<file path="config.mk">
export PLATFORM = sky130hd
export DESIGN_NAME = mem_port_arbiter
export DESIGN_NICKNAME = d
export VERILOG_FILES = /design/src/rtl/mem_port_arbiter.sv
export SDC_FILE = /design/constraint.sdc
export NUM_CORES = 1
export LEC_CHECK = 0
export CORE_AREA = 2 2 107 109
export DETAILED_ROUTE_END_ITERATION = 7
export DIE_AREA = 0 0 109 111
export PLACE_DENSITY = 0.68
export SLEW_MARGIN = 20
export SYNTH_ARGS = -nofsm -noshare
export SYNTH_HDL_FRONTEND = slang
export SYNTH_SLANG_ARGS = --single-unit
</file>
<file path="constraint.sdc">
create_clock -name clk -period 1.7 [get_ports clk]
set_input_delay 0.34 -clock clk [delete_from_list [all_inputs] [get_ports clk]]
set_output_delay 0.34 -clock clk [all_outputs]
set_load 0.03 [all_outputs]
</file>
<file path="src/rtl/mem_port_arbiter.sv">
// Round-robin, burst-locked arbiter that shares one scratch-memory port between N_REQ requesters.
// A grant is released on a final beat, after MAX_BURST accepted beats, or when the owner drops req before a beat.
module mem_port_arbiter #(
    parameter int N_REQ     = 3,
    parameter int ADDR_W    = 16,
    parameter int DATA_W    = 32,
    parameter int MAX_BURST = 16
) (
    input  logic                      clk,
    input  logic                      rst,
    input  logic [N_REQ-1:0]          req,
    input  logic [N_REQ-1:0]          we,
    input  logic [N_REQ-1:0]          last,
    input  logic [N_REQ*ADDR_W-1:0]   addr,
    input  logic [N_REQ*DATA_W-1:0]   wdata,
    output logic [N_REQ-1:0]          gnt,
    output logic [N_REQ-1:0]          ack,
    output logic [N_REQ-1:0]          rvalid,
    output logic [DATA_W-1:0]         rdata,
    output logic                      mem_en,
    output logic                      mem_we,
    output logic [ADDR_W-1:0]         mem_addr,
    output logic [DATA_W-1:0]         mem_wdata,
    input  logic                      mem_ready,
    input  logic [DATA_W-1:0]         mem_rdata
);

    localparam int IDX_W  = (N_REQ > 1) ? $clog2(N_REQ) : 1;
    localparam int IDX_W1 = IDX_W + 1;
    localparam int CNT_W  = $clog2(MAX_BURST + 1);
    localparam logic [N_REQ-1:0] ONE_HOT0 = N_REQ'(1);

    typedef enum logic {
        ST_ARB,
        ST_BUSY
    } state_t;

    state_t             state_reg;
    logic [N_REQ-1:0]   gnt_reg;
    logic [IDX_W-1:0]   g_reg;
    logic [IDX_W-1:0]   rr_ptr_reg;
    logic [CNT_W-1:0]   beat_cnt_reg;
    logic [N_REQ-1:0]   rvalid_reg;

    logic [ADDR_W-1:0]  addr_arr  [N_REQ];
    logic [DATA_W-1:0]  wdata_arr [N_REQ];

    logic               busy;
    logic               accept;
    logic               hit_max;
    logic               release_grant;
    logic [IDX_W-1:0]   ptr_next;
    logic [IDX_W-1:0]   arb_sel;
    logic               arb_found;
    logic [IDX_W1-1:0]  arb_idx;

    genvar gi;
    generate
        for (gi = 0; gi < N_REQ; gi++) begin : g_slice
            assign addr_arr[gi]  = addr[gi*ADDR_W +: ADDR_W];
            assign wdata_arr[gi] = wdata[gi*DATA_W +: DATA_W];
            assign ack[gi]       = accept && (g_reg == IDX_W'(gi));
        end
    endgenerate

    assign busy      = (state_reg == ST_BUSY);
    assign mem_en    = busy && req[g_reg];
    assign mem_we    = mem_en && we[g_reg];
    assign mem_addr  = addr_arr[g_reg];
    assign mem_wdata = wdata_arr[g_reg];
    assign accept    = mem_en && mem_ready;

    assign hit_max       = ((beat_cnt_reg + CNT_W'(1)) == CNT_W'(MAX_BURST));
    assign release_grant = busy && ((accept && (last[g_reg] || hit_max)) || !req[g_reg]);
    assign ptr_next      = (g_reg == IDX_W'(N_REQ - 1)) ? '0 : g_reg + IDX_W'(1);

    assign gnt    = gnt_reg;
    assign rvalid = rvalid_reg;
    assign rdata  = mem_rdata;

    // Scan offsets from the far end down so the requester nearest rr_ptr is the last one written.
    always_comb begin
        arb_sel   = '0;
        arb_found = 1'b0;
        arb_idx   = '0;
        for (int k = N_REQ - 1; k >= 0; k--) begin
            arb_idx = {1'b0, rr_ptr_reg} + IDX_W1'(k);
            if (arb_idx >= IDX_W1'(N_REQ)) begin
                arb_idx = arb_idx - IDX_W1'(N_REQ);
            end
            if (req[arb_idx[IDX_W-1:0]]) begin
                arb_found = 1'b1;
                arb_sel   = arb_idx[IDX_W-1:0];
            end
        end
    end

    always_ff @(posedge clk) begin
        if (rst) begin
            state_reg    <= ST_ARB;
            gnt_reg      <= '0;
            g_reg        <= '0;
            rr_ptr_reg   <= '0;
            beat_cnt_reg <= '0;
            rvalid_reg   <= '0;
        end else begin
            // The owner is captured here, so the return reaches it even after the grant drops.
            rvalid_reg <= '0;
            if (accept && !mem_we) begin
                rvalid_reg <= ONE_HOT0 << g_reg;
            end

            case (state_reg)
                ST_ARB: begin
                    if (arb_found) begin
                        state_reg    <= ST_BUSY;
                        gnt_reg      <= ONE_HOT0 << arb_sel;
                        g_reg        <= arb_sel;
                        beat_cnt_reg <= '0;
                    end
                end
                ST_BUSY: begin
                    if (accept) begin
                        beat_cnt_reg <= beat_cnt_reg + CNT_W'(1);
                    end
                    if (release_grant) begin
                        state_reg  <= ST_ARB;
                        gnt_reg    <= '0;
                        rr_ptr_reg <= ptr_next;
                    end
                end
                default: begin
                    state_reg <= ST_ARB;
                    gnt_reg   <= '0;
                end
            endcase
        end
    end

endmodule

</file>
==> metrics.cfg <==
[status]
outcome = complete, but fails checks
violations = setup timing

[power]
pwr-share-seq_pct = 14.0
switching_share_pct = 40.4
p_per_area_mw_per_mm2 = 602
comb_power_share_pct = 70.9
power.leakage_nw = 1.91
peakVddDrop_mv = 0.521
internal_power_mw = 1.85
switchingPower_mw = 1.25
finalPower_mw = 3.10
clkPwrFrac_pct = 15.1

[synth]
syn_area_mm2 = 0.00216
synth_edf_count = 0
ys.flop_type = dfxtp_1
synth_nets = 497
ys_types = 40
ys_seq_area_share_pct = 14.8
synthArstFlopShare_pct = 0
syn_inst = 306
ys_warn_count = 0
ys_seq_elements = 16
synth.avg_cell_area_um2 = 7.05

[clock_network]
numCtsBuffers = 3
cts_tree = done
clkLatencyLatePin_ns = 0.25
cts_sinks = 16
ctsHtreeMaxLevel = 1
clkTransAtPathRegs_ns = 0.05
cts.path.max_buffers = 2
root_buffer = clkbuf_16

[grt]
grt_pass1_wl_um = 14800
antenna_found_initial = 0
track_usage_pct = 15.0
globalRouteOverflowTotal = 0
grt_pass1_vias = 2965
grt_max_degree = 30

[floorplan]
start_util_pct = 19.5
ios = 279
rows = 39
die_w_um = 109
dieArea_mm2 = 0.0121
core_region_area_mm2 = 0.0111
die_height_um = 111

[critical_path]
endpoint_kind = primary output
path_delay_family = buffers and inverters
cp.arrival_ns = 1.53
crit_fanout = 5
reg2reg_slack_ns = -0.01
crit_type = reg -> out
critPathBufInv = 5
crit_chain = buf_6 -> nor2b_4 -> buf_6 -> buf_6 -> buf_4 -> and3_4 -> buf_6
start_kind = flip-flop
crit_path_frequent_cell = buf_6
cpMaxStageDelayCell = dfxtp_4
cp_slowest_stage_delay_ns = 0.36
cp.required_ns = 1.36

[final_layout]
finalNonFillerCells = 656
layout-drive-gt1-share_pct = 40.4
antennaDiodeCount = 0
final_util_pct = 46.5
largest_reg_flops = 5
area_delta_synth_final_pct = 139
layout.nets = 705

[route]
first_pass_iters = 4
drc = 0
routed_wl_um = 10600
num_vias = 2975
drtIter0Drc = 91
wire_per_inst_um = 16.1
viasPerCell = 4.54
ant_nets = 0

[sta]
fmax_ghz = 0.534
worst-slew-pin-transition_ns = 0.411
layout_setup_ws_ns = -0.172
fin_skew_ns = 0.00500
min_period_ns = 1.87
rsz0062_at_grt = yes
finalHoldViolCount = 0
finalSetupViolCount = 54
final-max-slew-violation-count = 0
min_period_over_period_pct = 110
slew_headroom_pct = 72.6

[place]
dp_cells = 635
port_buffers = 214
gp_congestion = 0.798
dp_hpwl_um = 7480

[worst_hold_path]
hp-class = reg -> reg

[flow_run]
drv_cap = 0

[routing by layer]
metal	global-route usage (%)	share of wire, %	wire, um
met5	0	0	0
met3	3.35	6.6	701
met4	3.16	1.7	180
met2	28.4	54	5690
met1	16.7	38	4010
[cell usage in the layout (no fill, tap or decap), drive strengths merged, types with 7 or more instances in the layout]
cell | Yosys | final
nand3 | 10 | 10
buf | 42 | 92
o21ai | 52 | 52
inv | 9 | 9
dfxtp | 16 | 16
clkbuf | 11 | 7
nand2 | 55 | 55
mux2i | 53 | 53
clkdlybuf4s50 | 0 | 158
a21oi | 8 | 8
[final cells by class]
| class | instances | area [um2] |
|---|---|---|
| well taps | 143 | 179 |
| clock buffers | 4 | 78.8 |
| fillers | 1031 | 5920 |
| flip-flops and latches | 16 | 330 |
| multi-input cells | 228 | 1930 |
| repair buffers | 256 | 2610 |
| inverters | 9 | 33.8 |
[path summary, 6_finish.rpt]
check,start,to,cells past startpoint
max,g_reg[1],ack[1],7
min,gnt[2],gnt[2],2
max reg2reg,g_reg[1],rr_ptr_reg[0],6
min reg2reg,gnt[2],gnt[2],2
[cells in the mapped netlist, types with 2 or more instances]
| cell type | instances | area share [%] |
|---|---|---|
| nand2_1 | 55 | 9.6 |
| nand3b_1 | 4 | 1.4 |
| buf_4 | 32 | 11 |
| nor3b_1 | 2 | 0.70 |
| dfxtp_1 | 16 | 15 |
| nand2b_1 | 4 | 1.2 |
| nor2b_1 | 2 | 0.58 |
| nor2_1 | 5 | 0.87 |
| a31oi_1 | 3 | 0.87 |
| inv_1 | 9 | 1.6 |
| clkbuf_1 | 11 | 1.9 |
| mux2i_1 | 53 | 25 |
| nor3_1 | 3 | 0.70 |
| o22ai_1 | 3 | 0.87 |
| nand3_1 | 10 | 2.3 |
| o21ai_0 | 51 | 12 |
| xnor2_1 | 2 | 0.81 |
| buf_2 | 10 | 2.3 |
| a21oi_1 | 8 | 1.9 |
| ha_1 | 3 | 1.7 |
[through the flow]
stage	setup WS [ns]	hold WS [ns]	area, um2	TNS, ns
final	-0.172	0.503	5160	-6.06
after global routing	-0.220	0.536	5160	-10.37
after CTS	-0.150	0.494	4740	-5.80
after detailed placement	-0.394	0.485	4450	-4.45
after global placement	-0.371	0.486	4450	-4.07
after floorplan	-0.111	0.416	2340	-0.319
[cell families after synthesis]
logic type,count (synthesis),synth area share [%]
XOR/XNOR,2,0.812
flip-flops,16,14.8
buffers and inverters,62,16.9
multiplexers,54,25.1
AO/OA/AOI/OAI,73,19.1
adder cells (fa/ha/maj),3,1.74
AND/OR/NAND/NOR,96,21.5
[worst reg2reg max path, cell delays in order, from the launching register on]
cell	delay, ns
dfxtp_4	0.38
buf_4	0.18
mux2i_1	0.19
o21ai_0	0.12
a2bb2oi_2	0.27
a21oi_2	0.11
mux2_1	0.32
[repair_timing]
item                                    in CTS  in global routing
gates cloned                                 1                  4
endpoints found under the setup margin      61                 62
resized for setup                           49                 70
setup buffers                                3                 10
pin swaps                                    5                 18
hold endpoints to repair                     0                  0
hold buffers                                 0                  0
[power by group through the flow]
stage / combinational (mW) / sequential, mW / clock, mW
3_3_place_gp: 1.82 / 0.435 / 0
5_1_grt: 2.32 / 0.438 / 0.485
3_5_place_dp: 1.83 / 0.436 / 0
2_1_floorplan: 1.10 / 0.440 / 0
4_1_cts: 1.97 / 0.431 / 0.472
6_report: 2.20 / 0.434 / 0.468
(Power assumes the default switching activity.)
